===== src/rtl/bary_pkg.sv =====
// ----------------------------------------------------------------------------
// bary_pkg
// Shared definitions for the barycentric-to-Cartesian converter:
//   INT_BITS   default integer bits of vertex coordinates
//   DEC_BITS   default fraction bits of barycentric weights
//   FIXED_ONE  fixed-point encoding of 1.0 for the weights
//   STEP_COUNT number of multiply-accumulate steps per result
//   state_e    converter FSM state encoding
// ----------------------------------------------------------------------------
package bary_pkg;

    localparam int INT_BITS   = 4;
    localparam int DEC_BITS   = 8;
    localparam int FIXED_ONE  = 1 << DEC_BITS;
    localparam int STEP_COUNT = 6;

    typedef enum logic [1:0] {
        IDLE = 2'd0,
        CALC = 2'd1,
        DONE = 2'd2
    } state_e;

endpackage : bary_pkg


===== src/rtl/fx_mult.sv =====
// ----------------------------------------------------------------------------
// fx_mult
// Combinational signed multiplier: fixed-point weight times integer coordinate.
// The product is full width, so no bits are lost.
// Ports:
//   w_i  signed weight, WW bits
//   c_i  signed coordinate, CW bits
//   p_o  signed product, WW+CW bits
// ----------------------------------------------------------------------------
module fx_mult #(
    parameter int WW = 13,
    parameter int CW = 5
) (
    input  logic signed [WW-1:0]    w_i,
    input  logic signed [CW-1:0]    c_i,
    output logic signed [WW+CW-1:0] p_o
);

    logic signed [WW+CW-1:0] w_ext;
    logic signed [WW+CW-1:0] c_ext;

    assign w_ext = {{CW{w_i[WW-1]}}, w_i};
    assign c_ext = {{WW{c_i[CW-1]}}, c_i};
    assign p_o   = w_ext * c_ext;

endmodule : fx_mult


===== src/rtl/bary_to_cartesian.sv =====
// ----------------------------------------------------------------------------
// bary_to_cartesian
// Converts barycentric weights plus three triangle vertices into a Cartesian
// point: x = l0*x0 + l1*x1 + l2*x2, y likewise. A single shared multiplier
// processes one product per cycle in the order x0,x1,x2,y0,y1,y2; the result
// is saturated to the fixed-point output width and to the integer pixel width.
//
// Ports:
//   clk                     sole clock, rising edge
//   rst_n                   asynchronous active-low reset
//   x_0..y_2                signed vertex coordinates (intBits+1)
//   lambda_0..lambda_2      signed fixed-point weights (intBits+decimalBits+1)
//   in_valid / in_ready     operand handshake (ready only while idle)
//   x_fx, y_fx              saturated fixed-point result
//   x_pix, y_pix            saturated integer result
//   out_valid / out_ready   result handshake
//   ovf                     any of the four result components saturated
//
// Build option:
//   BARY_ROUND_EN  defined: x_pix/y_pix round half up before saturation;
//                  undefined: x_pix/y_pix truncate toward minus infinity.
//
// state | meaning
// ------+------------------------------------------------------------------
// IDLE  | in_ready high; outputs hold last result; accept loads operands
// CALC  | steps 0..5 accumulate one product each; step 6 saturates/registers
// DONE  | out_valid high, outputs stable until out_ready is sampled high
// ----------------------------------------------------------------------------
module bary_to_cartesian
    import bary_pkg::*;
#(
    parameter int intBits     = INT_BITS,
    parameter int decimalBits = DEC_BITS
) (
    input  logic                                  clk,
    input  logic                                  rst_n,
    input  logic signed [intBits:0]               x_0,
    input  logic signed [intBits:0]               y_0,
    input  logic signed [intBits:0]               x_1,
    input  logic signed [intBits:0]               y_1,
    input  logic signed [intBits:0]               x_2,
    input  logic signed [intBits:0]               y_2,
    input  logic signed [intBits+decimalBits:0]   lambda_0,
    input  logic signed [intBits+decimalBits:0]   lambda_1,
    input  logic signed [intBits+decimalBits:0]   lambda_2,
    input  logic                                  in_valid,
    output logic                                  in_ready,
    output logic signed [intBits+decimalBits:0]   x_fx,
    output logic signed [intBits+decimalBits:0]   y_fx,
    output logic signed [intBits:0]               x_pix,
    output logic signed [intBits:0]               y_pix,
    output logic                                  out_valid,
    input  logic                                  out_ready,
    output logic                                  ovf
);

    localparam int CW = intBits + 1;
    localparam int WW = intBits + decimalBits + 1;
    localparam int PW = WW + CW;
    localparam int AW = PW + 2;

    localparam logic signed [AW-1:0] FX_MAX  = AW'((1 << (WW - 1)) - 1);
    localparam logic signed [AW-1:0] FX_MIN  = ~FX_MAX;
    localparam logic signed [AW:0]   PIX_MAX = (AW+1)'((1 << (CW - 1)) - 1);
    localparam logic signed [AW:0]   PIX_MIN = ~PIX_MAX;
`ifdef BARY_ROUND_EN
    localparam logic signed [AW:0]   PIX_RND = (AW+1)'(1 << (decimalBits - 1));
`else
    localparam logic signed [AW:0]   PIX_RND = '0;
`endif

    // {saturated flag, value}
    function automatic logic [WW:0] sat_fx(input logic signed [AW-1:0] a);
        if (a > FX_MAX) begin
            return {1'b1, FX_MAX[WW-1:0]};
        end else if (a < FX_MIN) begin
            return {1'b1, FX_MIN[WW-1:0]};
        end
        return {1'b0, a[WW-1:0]};
    endfunction

    // One extra bit keeps the rounding add from wrapping before the shift.
    function automatic logic [CW:0] sat_pix(input logic signed [AW-1:0] a);
        logic signed [AW:0] r;
        r = $signed({a[AW-1], a}) + PIX_RND;
        r = r >>> decimalBits;
        if (r > PIX_MAX) begin
            return {1'b1, PIX_MAX[CW-1:0]};
        end else if (r < PIX_MIN) begin
            return {1'b1, PIX_MIN[CW-1:0]};
        end
        return {1'b0, r[CW-1:0]};
    endfunction

    state_e                  state_q, state_d;
    logic [2:0]              step_q,  step_d;
    logic signed [WW-1:0]    lam_q [3];
    logic signed [WW-1:0]    lam_d [3];
    logic signed [CW-1:0]    xc_q  [3];
    logic signed [CW-1:0]    xc_d  [3];
    logic signed [CW-1:0]    yc_q  [3];
    logic signed [CW-1:0]    yc_d  [3];
    logic signed [AW-1:0]    acc_x_q, acc_x_d;
    logic signed [AW-1:0]    acc_y_q, acc_y_d;
    logic signed [WW-1:0]    x_fx_q,  x_fx_d;
    logic signed [WW-1:0]    y_fx_q,  y_fx_d;
    logic signed [CW-1:0]    x_pix_q, x_pix_d;
    logic signed [CW-1:0]    y_pix_q, y_pix_d;
    logic                    ovf_q,   ovf_d;

    logic signed [WW-1:0]    mul_w;
    logic signed [CW-1:0]    mul_c;
    logic signed [PW-1:0]    prod;
    logic signed [AW-1:0]    prod_ext;
    logic [WW:0]             sx_fx, sy_fx;
    logic [CW:0]             sx_pix, sy_pix;

    // Operand select for the shared multiplier: steps 0..2 feed x, 3..5 feed y.
    always_comb begin
        mul_w = lam_q[0];
        mul_c = xc_q[0];
        case (step_q)
            3'd0: begin mul_w = lam_q[0]; mul_c = xc_q[0]; end
            3'd1: begin mul_w = lam_q[1]; mul_c = xc_q[1]; end
            3'd2: begin mul_w = lam_q[2]; mul_c = xc_q[2]; end
            3'd3: begin mul_w = lam_q[0]; mul_c = yc_q[0]; end
            3'd4: begin mul_w = lam_q[1]; mul_c = yc_q[1]; end
            3'd5: begin mul_w = lam_q[2]; mul_c = yc_q[2]; end
            default: begin mul_w = lam_q[0]; mul_c = xc_q[0]; end
        endcase
    end

    fx_mult #(
        .WW (WW),
        .CW (CW)
    ) u_fx_mult (
        .w_i (mul_w),
        .c_i (mul_c),
        .p_o (prod)
    );

    assign prod_ext = {{2{prod[PW-1]}}, prod};

    assign sx_fx  = sat_fx(acc_x_q);
    assign sy_fx  = sat_fx(acc_y_q);
    assign sx_pix = sat_pix(acc_x_q);
    assign sy_pix = sat_pix(acc_y_q);

    always_comb begin
        state_d = state_q;
        step_d  = step_q;
        lam_d   = lam_q;
        xc_d    = xc_q;
        yc_d    = yc_q;
        acc_x_d = acc_x_q;
        acc_y_d = acc_y_q;
        x_fx_d  = x_fx_q;
        y_fx_d  = y_fx_q;
        x_pix_d = x_pix_q;
        y_pix_d = y_pix_q;
        ovf_d   = ovf_q;

        case (state_q)
            IDLE: begin
                if (in_valid) begin
                    state_d  = CALC;
                    step_d   = 3'd0;
                    lam_d[0] = lambda_0;
                    lam_d[1] = lambda_1;
                    lam_d[2] = lambda_2;
                    xc_d[0]  = x_0;
                    xc_d[1]  = x_1;
                    xc_d[2]  = x_2;
                    yc_d[0]  = y_0;
                    yc_d[1]  = y_1;
                    yc_d[2]  = y_2;
                    acc_x_d  = '0;
                    acc_y_d  = '0;
                    ovf_d    = 1'b0;
                end
            end
            CALC: begin
                if (step_q == 3'(STEP_COUNT)) begin
                    // Accumulation finished last cycle; register saturated result.
                    state_d = DONE;
                    step_d  = 3'd0;
                    x_fx_d  = sx_fx[WW-1:0];
                    y_fx_d  = sy_fx[WW-1:0];
                    x_pix_d = sx_pix[CW-1:0];
                    y_pix_d = sy_pix[CW-1:0];
                    ovf_d   = sx_fx[WW] | sy_fx[WW] | sx_pix[CW] | sy_pix[CW];
                end else begin
                    step_d = step_q + 3'd1;
                    if (step_q < 3'd3) begin
                        acc_x_d = acc_x_q + prod_ext;
                    end else begin
                        acc_y_d = acc_y_q + prod_ext;
                    end
                end
            end
            DONE: begin
                if (out_ready) begin
                    state_d = IDLE;
                end
            end
            default: begin
                state_d = IDLE;
                step_d  = 3'd0;
            end
        endcase
    end

    always_ff @(posedge clk or negedge rst_n) begin
        if (!rst_n) begin
            state_q <= IDLE;
            step_q  <= '0;
            for (int i = 0; i < 3; i++) begin
                lam_q[i] <= '0;
                xc_q[i]  <= '0;
                yc_q[i]  <= '0;
            end
            acc_x_q <= '0;
            acc_y_q <= '0;
            x_fx_q  <= '0;
            y_fx_q  <= '0;
            x_pix_q <= '0;
            y_pix_q <= '0;
            ovf_q   <= 1'b0;
        end else begin
            state_q <= state_d;
            step_q  <= step_d;
            lam_q   <= lam_d;
            xc_q    <= xc_d;
            yc_q    <= yc_d;
            acc_x_q <= acc_x_d;
            acc_y_q <= acc_y_d;
            x_fx_q  <= x_fx_d;
            y_fx_q  <= y_fx_d;
            x_pix_q <= x_pix_d;
            y_pix_q <= y_pix_d;
            ovf_q   <= ovf_d;
        end
    end

    assign in_ready  = (state_q == IDLE);
    assign out_valid = (state_q == DONE);
    assign x_fx      = x_fx_q;
    assign y_fx      = y_fx_q;
    assign x_pix     = x_pix_q;
    assign y_pix     = y_pix_q;
    assign ovf       = ovf_q;

endmodule : bary_to_cartesian


===== config.mk =====
export PLATFORM = sky130hd
export DESIGN_NAME = bary_to_cartesian
export DESIGN_NICKNAME = d
export VERILOG_FILES = /design/src/rtl/bary_pkg.sv /design/src/rtl/fx_mult.sv /design/src/rtl/bary_to_cartesian.sv
export SDC_FILE = /design/constraint.sdc
export NUM_CORES = 1
export LEC_CHECK = 0
export CAP_MARGIN = 10
export CORE_MARGIN = 3
export CORE_UTILIZATION = 35
export CTS_CLUSTER_DIAMETER = 60
export DETAILED_ROUTE_END_ITERATION = 6
export PLACE_DENSITY = 0.65
export SLEW_MARGIN = 20
export SYNTH_ARGS = -nofsm -noshare
export SYNTH_HDL_FRONTEND = slang
export SYNTH_HIERARCHICAL = 1
export SYNTH_SLANG_ARGS = --single-unit

===== constraint.sdc =====
create_clock -name clk -period 23.7 [get_ports clk]
set_clock_uncertainty 0.2 [all_clocks]
set_input_delay 4.74 -clock clk [delete_from_list [all_inputs] [get_ports clk]]
set_output_delay 4.74 -clock clk [all_outputs]
set_load 0.02 [all_outputs]

==> results of run 1 <==
==> state kept, by name (all words and copies together) (netlist names) <==
register / flops
lam_q: 39
acc_x_q: 20
acc_y_q: 20
xc_q: 15
yc_q: 15
x_fx: 13
y_fx: 13
x_pix: 5
y_pix: 5
step_q: 3
state_q: 2
ovf: 1
==> worst max-delay path: cells and delay by family, from the launching register on <==
family                   cells  cell delay (ns)
buffers and inverters        5             0.73
AND/OR/NAND/NOR              6             1.35
adder cells (fa/ha/maj)      6             2.63
flip-flops                   1             1.07
AO/OA/AOI/OAI                9             2.23
XOR/XNOR                     2             0.38
==> path summary, 6_finish.rpt <==
path,from,to,slack (ns),cells past startpoint
min,y_fx[6]$_DFFE_PN0P_,y_fx[6]$_DFFE_PN0P_,0.28,2
min reg2reg,y_fx[6]$_DFFE_PN0P_,y_fx[6]$_DFFE_PN0P_,0.28,2
min in group asynchronous,rst_n,x_pix[0]$_DFFE_PN0P_,4.15,1
max reg2reg,step_q[0]$_DFFE_PN0P_,acc_x_q[18]$_DFFE_PN0P_,14.96,28
max,step_q[0]$_DFFE_PN0P_,acc_x_q[18]$_DFFE_PN0P_,14.96,28
max in group asynchronous,rst_n,lam_q[30]$_DFFE_PN0P_,18.03,3
==> layout make-up <==
cell class / instances / area, um^2
sequential: 151 / 3780
tap: 390 / 488
clock inverter: 12 / 116
multi-input combinational: 961 / 6400
clock buffer: 20 / 467
fill: 2954 / 17100
timing repair buffer: 120 / 1200
inverter: 75 / 282
==> cell families (layout without fill, tap and decap cells) <==
logic type,Yosys count,after routing,share of synthesized area
compound gates,284,284,0.178
xor+xnor,48,48,0.0395
fa+ha+maj,113,113,0.163
buf+inv,130,227,0.0466
flops,151,151,0.355
mux,14,14,0.0147
simple gates,502,502,0.204
==> cells in the mapped netlist, types with 3 or more instances <==
cell      instances
a211oi_1         18
a21o_1           17
a21oi_1          77
a221o_1           6
a221oi_1          7
a22o_1           20
and2_1           49
and3_1            3
buf_1             3
clkbuf_1         50
dfrtp_1         151
fa_1             43
ha_1             70
inv_1            73
mux2_2           13
nand2_1         288
nand2b_1          8
nand3_1          33
nand4_1           6
nor2_1           85
nor2b_1           3
nor3_1            9
nor4_1            4
o211ai_1          3
o21a_1           18
o21ai_0          49
o21bai_1          7
o22a_1            6
o22ai_1          27
o31ai_1           3
or2_2             3
or3_1             3
xnor2_1          35
xor2_1           13
==> metrics by stage <==
step                std cells  worst slack (ns)  utilization  hold slack [ns]  cell area (um^2)
floorplan                1242             16.30            -            0.246             10700
global placement         1696             15.32        0.407            0.258             12100
detailed placement       1696             15.02        0.407            0.266             12100
CTS                      1728             14.98        0.426            0.283             12700
global route             1729             14.35        0.427            0.302             12700
finish                   1729             14.96        0.427            0.277             12700
==> metal layers <==
metal,part of all wire,GRT usage
met4,0.0080,0.0319
met5,0,0
met3,0.048,0.0275
met2,0.47,0.258
met1,0.48,0.224
==> qor.txt, run 1 <==
synthesis warning total - 6
Post-Syn Nets - 1,428
Synth area leaders - dfrtp_1 35%, nand2_1 10%, ha_1 8.2%
port buffer count - 111
Worst path slowest cell - dfrtp_1
CTS tree - done
Clock Path Buffers - 2
Synth Register Bits - 151
Mapped Area - 10,700 um^2
num ports - 112
Hold Crit Class - reg2reg
num rows - 63
# setup viols final - 0
antenna viol nets, final - 0
antenna violations before repair - 0
Worst path max stage delay - 1.07 ns
Max Cap Viol - 0
commonest non-fill, non-tap cell in the layout - nand2_1
Placeable Area - 29,800 um^2
most used flip-flop cell after synthesis - dfrtp_1
crit start category - flip-flop
Global Route Usage Sum - 0.159
worst path required time - 23.80 ns
first-pass GRT wire length - 43,800 um
clock-pin slew on the worst setup and hold paths - 0.06 ns
Post-CTS Setup Inserts - 0
share of cells above drive strength 1 - 0.0500
vias in the first global route - 8,869
status - completed
Die W - 180 um
number of synthesized flops with an enable pin - 0
Setup crit end kind - flip-flop
grt total ovfl - 0
Tmin final - 8.74 ns
fmax - 114 MHz
Die Y-Extent - 180 um
Area Growth Syn to Fin - 19.4%
Nets - 1,512
critical path fanouts, max - 30
worst-skew pair later-pin latency - 0.43 ns
Final GP Congestion - 0.936
CTS resizes - 0
CTS Sinks - 151
commonest cells after routing, fill and taps aside - 288 x nand2_1, 151 x dfrtp_1, 110 x clkdlybuf4s50_1
largest net degree at the start of global routing - 91
post-synth cell types - 67
DRC - 0
total CTS buffers - 17
Post-synth ARST share - 1.00
cell mode on critical path - inv_1
DRT iter0 DRCs - 499
CTS Root Cell - clkbuf_16
leading area contributor after synthesis - dfrtp_1
Crit Path Class - reg2reg
sequential fraction of the synthesis area - 0.355
Slew Limit Fails - 0
vias per cell - 5.17
DPL Wire Length - 19,300 um
Data arrival, critical path - 8.83 ns
final wirelength - 25,700 um
Synth Area per Inst - 8.58 um^2
# diodes - 0
unrepaired setup endpoints after global routing - false
WL/cell - 14.8 um
Rel. slew slack - 0.270
H-tree levels - 4
Tcrit/Tclk final - 0.369
die area - 32,600 um^2
Mapped Cells - 1,242
Hold Buf Count CTS - 0
Fin. Hold Viols - 0
Yosys top cell area share - 0.355
Tightest Pin Transition - 1.10 ns
total negative slack - 0 ns
Initial Util - 0.358
Pre-antenna DRT Iters - 5
vias - 8,935
Power of run 1 is not shown: default switching activity piles up to over one toggle a cycle in this logic, so the estimate is an artifact.
==> run 2: changes to the inputs <==
==> constraint.sdc (replaced) <==
create_clock -name clk -period 8.2 [get_ports clk]
set_clock_uncertainty 0.2 [all_clocks]
set_input_delay 1.64 -clock clk [delete_from_list [all_inputs] [get_ports clk]]
set_output_delay 1.64 -clock clk [all_outputs]
set_load 0.02 [all_outputs]
==> run 2 against run 1 <==
Effect of this change: critical path depth is the same; cell area is 0.12% higher; critical endpoint unchanged; fmax increased by 14%; routed wire length fell by 0.87%; clock-buffer cell count down 1; setup slack lost 14 ns; register-to-register slack worse by 14 ns; die area unchanged; sequential cell count unchanged; first-iteration DRC count is 9.0% lower.
==> qor.txt, run 2 (synthesized netlist as in run 1, its figures left out) <==
antenna viol nets, final - 0 (unchanged)
cell mode on critical path - inv_1
Setup crit start - step_q[1]$_DFFE_PN0P_
CTS Sinks - 151 (unchanged)
grt peak-use layer - met2
worst-skew pair later-pin latency - 0.43 ns (about the same)
reg2reg start - step_q[1]$_DFFE_PN0P_
DPL Wire Length - 19,400 um (+0.72%)
Biggest register - lam_q
biggest regs - lam_q x39, acc_x_q x20, acc_y_q x20
Tmin final - 7.63 ns (-1.11 ns)
Post-CTS Setup Inserts - 0 (unchanged)
vias - 8,806 (-1.4%)
port buffer count - 111 (unchanged)
worst path required time - 8.30 ns (-15.50 ns)
Nets - 1,517 (+0.33%)
Rel. slew slack - 0.310 (+0.0404)
CTS tree - done
antenna violations before repair - 0 (unchanged)
commonest non-fill, non-tap cell in the layout - nand2_1
final wirelength - 25,400 um (-0.87%)
# setup viols final - 0 (unchanged)
Die Y-Extent - 180 um (unchanged)
Area Growth Syn to Fin - 19.6%
Clock Path Buffers - 2 (unchanged)
Placeable Area - 29,800 um^2 (unchanged)
Fin. Hold Viols - 0 (unchanged)
total negative slack - 0 ns (unchanged)
Worst path max stage delay - 0.56 ns (-0.51 ns)
max reg flops - 39 (unchanged)
WL/cell - 14.7 um (-1.2%)
CTS Root Cell - clkbuf_16
Hold Buf Count CTS - 0 (unchanged)
crit start category - flip-flop
met1 global-route usage - 0.229 (+0.00516)
Tightest Pin Transition - 1.03 ns (-0.0643 ns)
Worst path slowest cell - fa_1
# diodes - 0 (unchanged)
vias per cell - 5.08 (-1.7%)
GR met3 Demand/Resource - 0.0242 (-0.00323)
vias in the first global route - 8,818 (-0.58%)
CTS resizes - 0 (unchanged)
clock-pin slew on the worst setup and hold paths - 0.07 ns (about the same)
die area - 32,600 um^2 (unchanged)
total CTS buffers - 17 (unchanged)
Setup crit end kind - flip-flop
first-pass GRT wire length - 44,200 um (+0.93%)
Global Route met2 Usage - 0.260 (+0.00166)
Initial Util - 0.358 (unchanged)
Final GP Congestion - 0.891 (-4.8%)
DRC - 0 (unchanged)
num ports - 112 (unchanged)
Die W - 180 um (unchanged)
Data arrival, critical path - 7.73 ns (-1.10 ns)
Crit Path Class - reg2reg
Tcrit/Tclk final - 0.930 (+0.562)
unrepaired setup endpoints after global routing - false
fmax - 131 MHz (+14%)
H-tree levels - 4 (unchanged)
Pre-antenna DRT Iters - 5 (unchanged)
critical path fanouts, max - 12 (-60%)
status - completed
Hold Crit Class - reg2reg
DRT iter0 DRCs - 454 (-9.0%)
num rows - 63 (unchanged)
share of cells above drive strength 1 - 0.0565 (+0.00651)
Max Cap Viol - 0 (unchanged)
grt total ovfl - 0 (unchanged)
Global Route Usage Sum - 0.160 (+0.00161)
worst hold start - x_fx[12]$_DFFE_PN0P_
largest net degree at the start of global routing - 96 (+5.5%)
commonest cells after routing, fill and taps aside - 287 x nand2_1, 151 x dfrtp_1, 110 x clkdlybuf4s50_1
Slew Limit Fails - 0 (unchanged)
==> run 2: path summary, 6_finish.rpt <==
| check | cells after the start | slack, ns | end |
|---|---|---|---|
| max reg2reg | 28 | 0.57 | acc_x_q[18]$_DFFE_PN0P_ |
| max in group asynchronous | 2 | 5.40 | lam_q[28]$_DFFE_PN0P_ |
| max | 28 | 0.57 | acc_x_q[18]$_DFFE_PN0P_ |
| min | 2 | 0.28 | x_fx[12]$_DFFE_PN0P_ |
| min reg2reg | 2 | 0.28 | x_fx[12]$_DFFE_PN0P_ |
| min in group asynchronous | 1 | 1.10 | x_pix[0]$_DFFE_PN0P_ |
==> run 2: metal layers <==
| metal | wire, um | part of all wire |
|---|---|---|
| met5 | 0 | 0 |
| met2 | 11800 | 0.46 |
| met3 | 982 | 0.039 |
| met1 | 12400 | 0.49 |
| met4 | 260 | 0.010 |
==> run 2: layout make-up <==
class / instances / area (um^2)
fillers: 2935 / 17100
multi-input cells: 961 / 6410
flip-flops and latches: 151 / 3780
repair buffers: 125 / 1220
well taps: 390 / 488
clock buffers: 19 / 443
inverters: 75 / 289
clock inverters: 13 / 120
==> run 2: critical path: cells and delay by family (launching register included) <==
family,cells,cell delay (ns)
XOR/XNOR,2,0.40
AO/OA/AOI/OAI,9,2.29
buffers and inverters,5,0.55
flip-flops,1,0.55
adder cells (fa/ha/maj),6,2.67
AND/OR/NAND/NOR,6,0.83
==> run 2: stage by stage <==
step / util / worst slack, ns / cells / hold slack, ns / area (um^2)
after global routing: 0.428 / 0.0113 / 1734 / 0.310 / 12700
after floorplan: - / 0.802 / 1242 / 0.246 / 10700
after CTS: 0.427 / 0.430 / 1734 / 0.281 / 12700
after detailed placement: 0.408 / 0.432 / 1702 / 0.265 / 12200
final: 0.428 / 0.570 / 1734 / 0.276 / 12700
after global placement: 0.408 / 0.647 / 1702 / 0.259 / 12200
Power of run 2 is left out for the same reason.
